$ cat src/rtl/shift_sequencer.sv
// Multi-cycle shift unit for the ALU. It performs SLL, SRL or SRA by any amount.
// A narrow shifter of at most STEP_MAX bits per cycle keeps the datapath small.
module shift_sequencer #(
   parameter int unsigned N        = 32,
   parameter int unsigned STEP_MAX = 4
) (
   input  logic                 clk,
   input  logic                 rst,
   input  logic                 in_valid,
   output logic                 in_ready,
   input  logic [N-1:0]         a,
   input  logic [$clog2(N)-1:0] shamt,
   input  logic [1:0]           op,
   output logic                 out_valid,
   input  logic                 out_ready,
   output logic [N-1:0]         y,
   output logic                 busy
);

   localparam int unsigned SW = $clog2(N);

   localparam logic [1:0] OP_SLL  = 2'b00;
   localparam logic [1:0] OP_SRL  = 2'b01;
   localparam logic [1:0] OP_SRA  = 2'b10;
   localparam logic [1:0] OP_PASS = 2'b11;

   typedef enum logic [1:0] {
      S_IDLE  = 2'b00,
      S_SHIFT = 2'b01,
      S_DONE  = 2'b10
   } state_t;

   state_t          r_state;
   logic [N-1:0]    r_acc;
   logic [SW-1:0]   r_remaining;
   logic [1:0]      r_op_q;

   logic [SW-1:0]   w_step;
   logic            w_last_step;
   logic [N-1:0]    w_shifted;

   assign w_last_step = (r_remaining <= SW'(STEP_MAX));
   assign w_step      = w_last_step ? r_remaining : SW'(STEP_MAX);

   // Narrow shifter: only distances 1..STEP_MAX are built, and the sign is taken from acc[N-1].
   always_comb begin
      w_shifted = r_acc;
      for (int unsigned k = 1; k <= STEP_MAX; k++) begin
         if (w_step == SW'(k)) begin
            case (r_op_q)
               OP_SLL:  w_shifted = r_acc << k;
               OP_SRL:  w_shifted = r_acc >> k;
               OP_SRA:  w_shifted = $signed(r_acc) >>> k;
               default: w_shifted = r_acc;
            endcase
         end
      end
   end

   // Sequencer FSM. All handshake outputs and y are registered.
   always_ff @(posedge clk or posedge rst) begin
      if (rst) begin
         r_state     <= S_IDLE;
         r_acc       <= '0;
         r_remaining <= '0;
         r_op_q      <= OP_SLL;
         in_ready    <= 1'b1;
         out_valid   <= 1'b0;
         y           <= '0;
         busy        <= 1'b0;
      end else begin
         case (r_state)
            S_IDLE: begin
               if (in_valid && in_ready) begin
                  r_acc    <= a;
                  r_op_q   <= op;
                  in_ready <= 1'b0;
                  busy     <= 1'b1;
                  if ((op == OP_PASS) || (shamt == '0)) begin
                     r_remaining <= '0;
                     r_state     <= S_DONE;
                     out_valid   <= 1'b1;
                     y           <= a;
                  end else begin
                     r_remaining <= shamt;
                     r_state     <= S_SHIFT;
                  end
               end
            end

            S_SHIFT: begin
               r_acc       <= w_shifted;
               r_remaining <= r_remaining - w_step;
               if (w_last_step) begin
                  r_state   <= S_DONE;
                  out_valid <= 1'b1;
                  y         <= w_shifted;
               end
            end

            S_DONE: begin
               if (out_ready) begin
                  r_state   <= S_IDLE;
                  out_valid <= 1'b0;
                  busy      <= 1'b0;
                  in_ready  <= 1'b1;
               end
            end

            default: begin
               r_state   <= S_IDLE;
               out_valid <= 1'b0;
               busy      <= 1'b0;
               in_ready  <= 1'b1;
            end
         endcase
      end
   end

endmodule

$ cat config.mk
export PLATFORM = sky130hd
export DESIGN_NAME = shift_sequencer
export DESIGN_NICKNAME = d
export VERILOG_FILES = /design/src/rtl/shift_sequencer.sv
export SDC_FILE = /design/constraint.sdc
export NUM_CORES = 1
export LEC_CHECK = 0
export ABC_CLOCK_PERIOD_IN_PS = 2600
export BUFFER_PORTS_ARGS = -buffer_cell sky130_fd_sc_hd__buf_2
export CORE_MARGIN = 10
export CORE_UTILIZATION = 35
export DETAILED_ROUTE_END_ITERATION = 12
export PLACE_DENSITY = 0.51
export SLEW_MARGIN = 5
export SYNTH_ARGS = -nofsm -noshare
export SYNTH_HDL_FRONTEND = slang
export SYNTH_SLANG_ARGS = --single-unit
$ cat constraint.sdc
create_clock -name clk -period 2.6 [get_ports clk]
set_input_delay 0.26 -clock clk [delete_from_list [all_inputs] [get_ports clk]]
set_output_delay 0.26 -clock clk [all_outputs]
set_load 0.02 [all_outputs]
==> results.cfg <==
[power_and_ir_drop]
ir_drop_v = 0.000757
power_density_mw_per_mm2 = 1480
leakage_nw = 3.53

[setup_path]
start_kind = flip-flop
cp_num_buf_inv = 2
critical_path.slowest_cell = dfrtp_4
crit_family = compound AO/OA/AOI/OAI gates
cp.required_ns = 2.83
critical-path-max-stage-delay_ns = 0.61
critPathArrivalTime_ns = 2.67
worstSetupPathType = flip-flop to flip-flop
reg2reg_setup_slack_ns = 0.16
critPathMaxFanout = 26
crit_chain = buf_12 > buf_4 > a2111oi_0 > a2111oi_0 > o311ai_1 > a21boi_1 > a21oi_1
critPathCaptureType = flip-flop
critPathMostFrequentCell = a2111oi_0

[die]
coreArea_sq_mm = 0.0203
die_area_sq_mm = 0.0269
die_y_um = 164
initial_core_util_pct = 35.8
ioPinCount = 78
fp-row-count = 52
fp.dieW_um = 164

[clock_tree]
cts_tree = done
clkLatencyLatePin_ns = 0.36
clockRootBuffer = clkbuf_16
cts_max_level = 3
clkTransAtPathRegs_ns = 0.07
clock_sink_count = 76
cts_inserted_buffers = 9
cts_buffer_depth = 2

[synth]
syn-num-nets = 996
synth_edf_count = 0
syn_area_sq_mm = 0.00726
synth.distinct_cells = 75
avgSynthCellArea_sq_um = 7.63
synth_seq_cells = 76
synthTopCellsByArea = dfrtp_1 (26%), nand2_1 (5.3%), mux2i_1 (5.2%)
synth_top_cell_by_area = dfrtp_1
seq_area_frac_synth_pct = 26.2
async_flop_share_pct = 100
synth_top_area_share_pct = 25.8
synthCells = 952
ys.warnings.count = 0
synthFlopType = dfrtp_1

[placement]
place_hpwl_mm = 20.2
port_buffers = 77
place_area_sq_mm = 0.00805
dpl.cell_count = 1253
place.gp.congestion = 0.961

[final_layout]
drive_gt1_share_pct = 20.9
syn2layout_area_growth_pct = 15.5
multi_input_area_sq_mm = 0.00478
final_area_sq_mm = 0.00839
final_util_pct = 41.3
final_nets = 1040
diodes = 0
final_common_cell = nand2_1
final_cell_mix = nand2_1 (103), nor2_1 (82), buf_2 (77)
seq_area_sq_mm = 0.00191
layoutNonFillerInstCount = 1271
fill_cells = 2178

[drt]
initialDrtViolationCount = 900
vias = 7879
drtPass1Iterations = 6
antenna_left = 0
wl_mm = 28.9
wl_per_cell_um = 22.7
drt-vias-per-instance = 6.20
drc = 0

[global_routing]
grt.overflow.total = 0
grt_use_total_pct = 21.2
grt_max_degree = 50
grt_pass1_wl_mm = 45.0
grt_pass1_vias = 7708
antenna_found_initial = 1

[run]
maxCapViolCount = 0

[sta]
layout_worst_path_cycle_share_pct = 93.7
tightest_slew_ns = 0.839
hold-worst-slack_ns = 0.108
final.setup.tns_ns = 0
maxSlewViolCount = 0
fin_skew_ns = 0.0107
slew_headroom_pct = 43.8
setup_violations = 0
fmax_mhz = 410
period_needed_ns = 2.44
finalHoldViolCount = 0
rsz0062_at_grt = no

[worst_hold_path]
hp-class = input pin to flip-flop

[outcome]
outcome = complete, no violations
-- stage by stage --
stage	power, mW	worst slack, ns
floorplan	8.21	0.352
global placement	10.8	0.0461
detailed placement	10.8	0.0324
CTS	12.3	0.104
global route	13.3	0.0481
finish	12.4	0.163
-- cell families after synthesis --
group                    Yosys count  share of synthesized area, %
AND/OR/NAND/NOR                  346                          23.4
adder cells (fa/ha/maj)            1                         0.172
XOR/XNOR                           1                         0.121
AO/OA/AOI/OAI                    336                          31.2
multiplexers                      70                          10.7
other                              1                        0.0516
buffers and inverters            121                          8.28
flip-flops                        76                          26.2
-- metal layers --
metal | vias to the layer above | part of all wire [%] | GRT usage (%)
li1 | 3637 | - | -
met1 | 3828 | 43 | 27.7
met2 | 346 | 46 | 33.6
met3 | 66 | 7.0 | 3.93
met4 | 2 | 3.7 | 8.73
met5 | - | 0.045 | 0
-- cell type report --
type	instances	area share, %
Tap cell	270	4.03
Inverter	12	0.552
Multi-Input combinational cell	755	56.9
Timing Repair Buffer	142	12.0
Clock inverter	7	1.04
Clock buffer	9	2.68
Sequential cell	76	22.8
-- synthesized netlist by cell type, drive strengths merged, types with 8 or more instances --
library cell	instances
nor2	84
dfrtp	75
a31oi	16
nand2	103
inv	12
nor2b	19
a22oi	8
o21ai	69
nand2b	28
nor3	20
a211oi	18
nand3b	24
or2	12
o311ai	9
o31ai	32
or3	12
and3	8
a21o	8
mux2	29
clkbuf	51
a21oi	71
a311oi	9
o211ai	28
mux2i	38
buf	58
nand3	17
-- state kept, by name (all words and copies together), names as in the netlist --
name	flops
busy	1
in_ready	1
out_valid	1
r_acc	32
r_op_q	2
r_remaining	5
r_state	2
y	32
-- power by group --
part	switching, mW	leakage, nW	internal (mW)
Combinational	4.96	2.43	3.34
Clock	0.618	0.155	0.772
Sequential	0.984	0.936	1.73
-- repair_timing --
item | CTS | global route
hold endpoints to repair | 28 | 0
endpoints found under the setup margin | 1 | 4
hold buffers | 1 | 0
resized for setup | 1 | 1
pin swaps | 0 | 1
setup buffers | 0 | 1
-- final timing paths --
path                                  startpoint                endpoint  depth (start not counted)
max in group asynchronous                    rst    r_acc[3]$_DFFE_PP0P_                          4
min in group asynchronous                    rst       y[29]$_DFFE_PP0P_                          3
hold / removal                         out_ready  r_state[1]$_DFFE_PP0P_                          2
setup reg to reg           r_op_q[0]$_DFFE_PP0P_    r_acc[6]$_DFFE_PP0P_                          7
setup / recovery           r_op_q[0]$_DFFE_PP0P_    r_acc[6]$_DFFE_PP0P_                          7
hold reg to reg                y[11]$_DFFE_PP0P_       y[11]$_DFFE_PP0P_                          2
(Power assumes the default switching activity.)
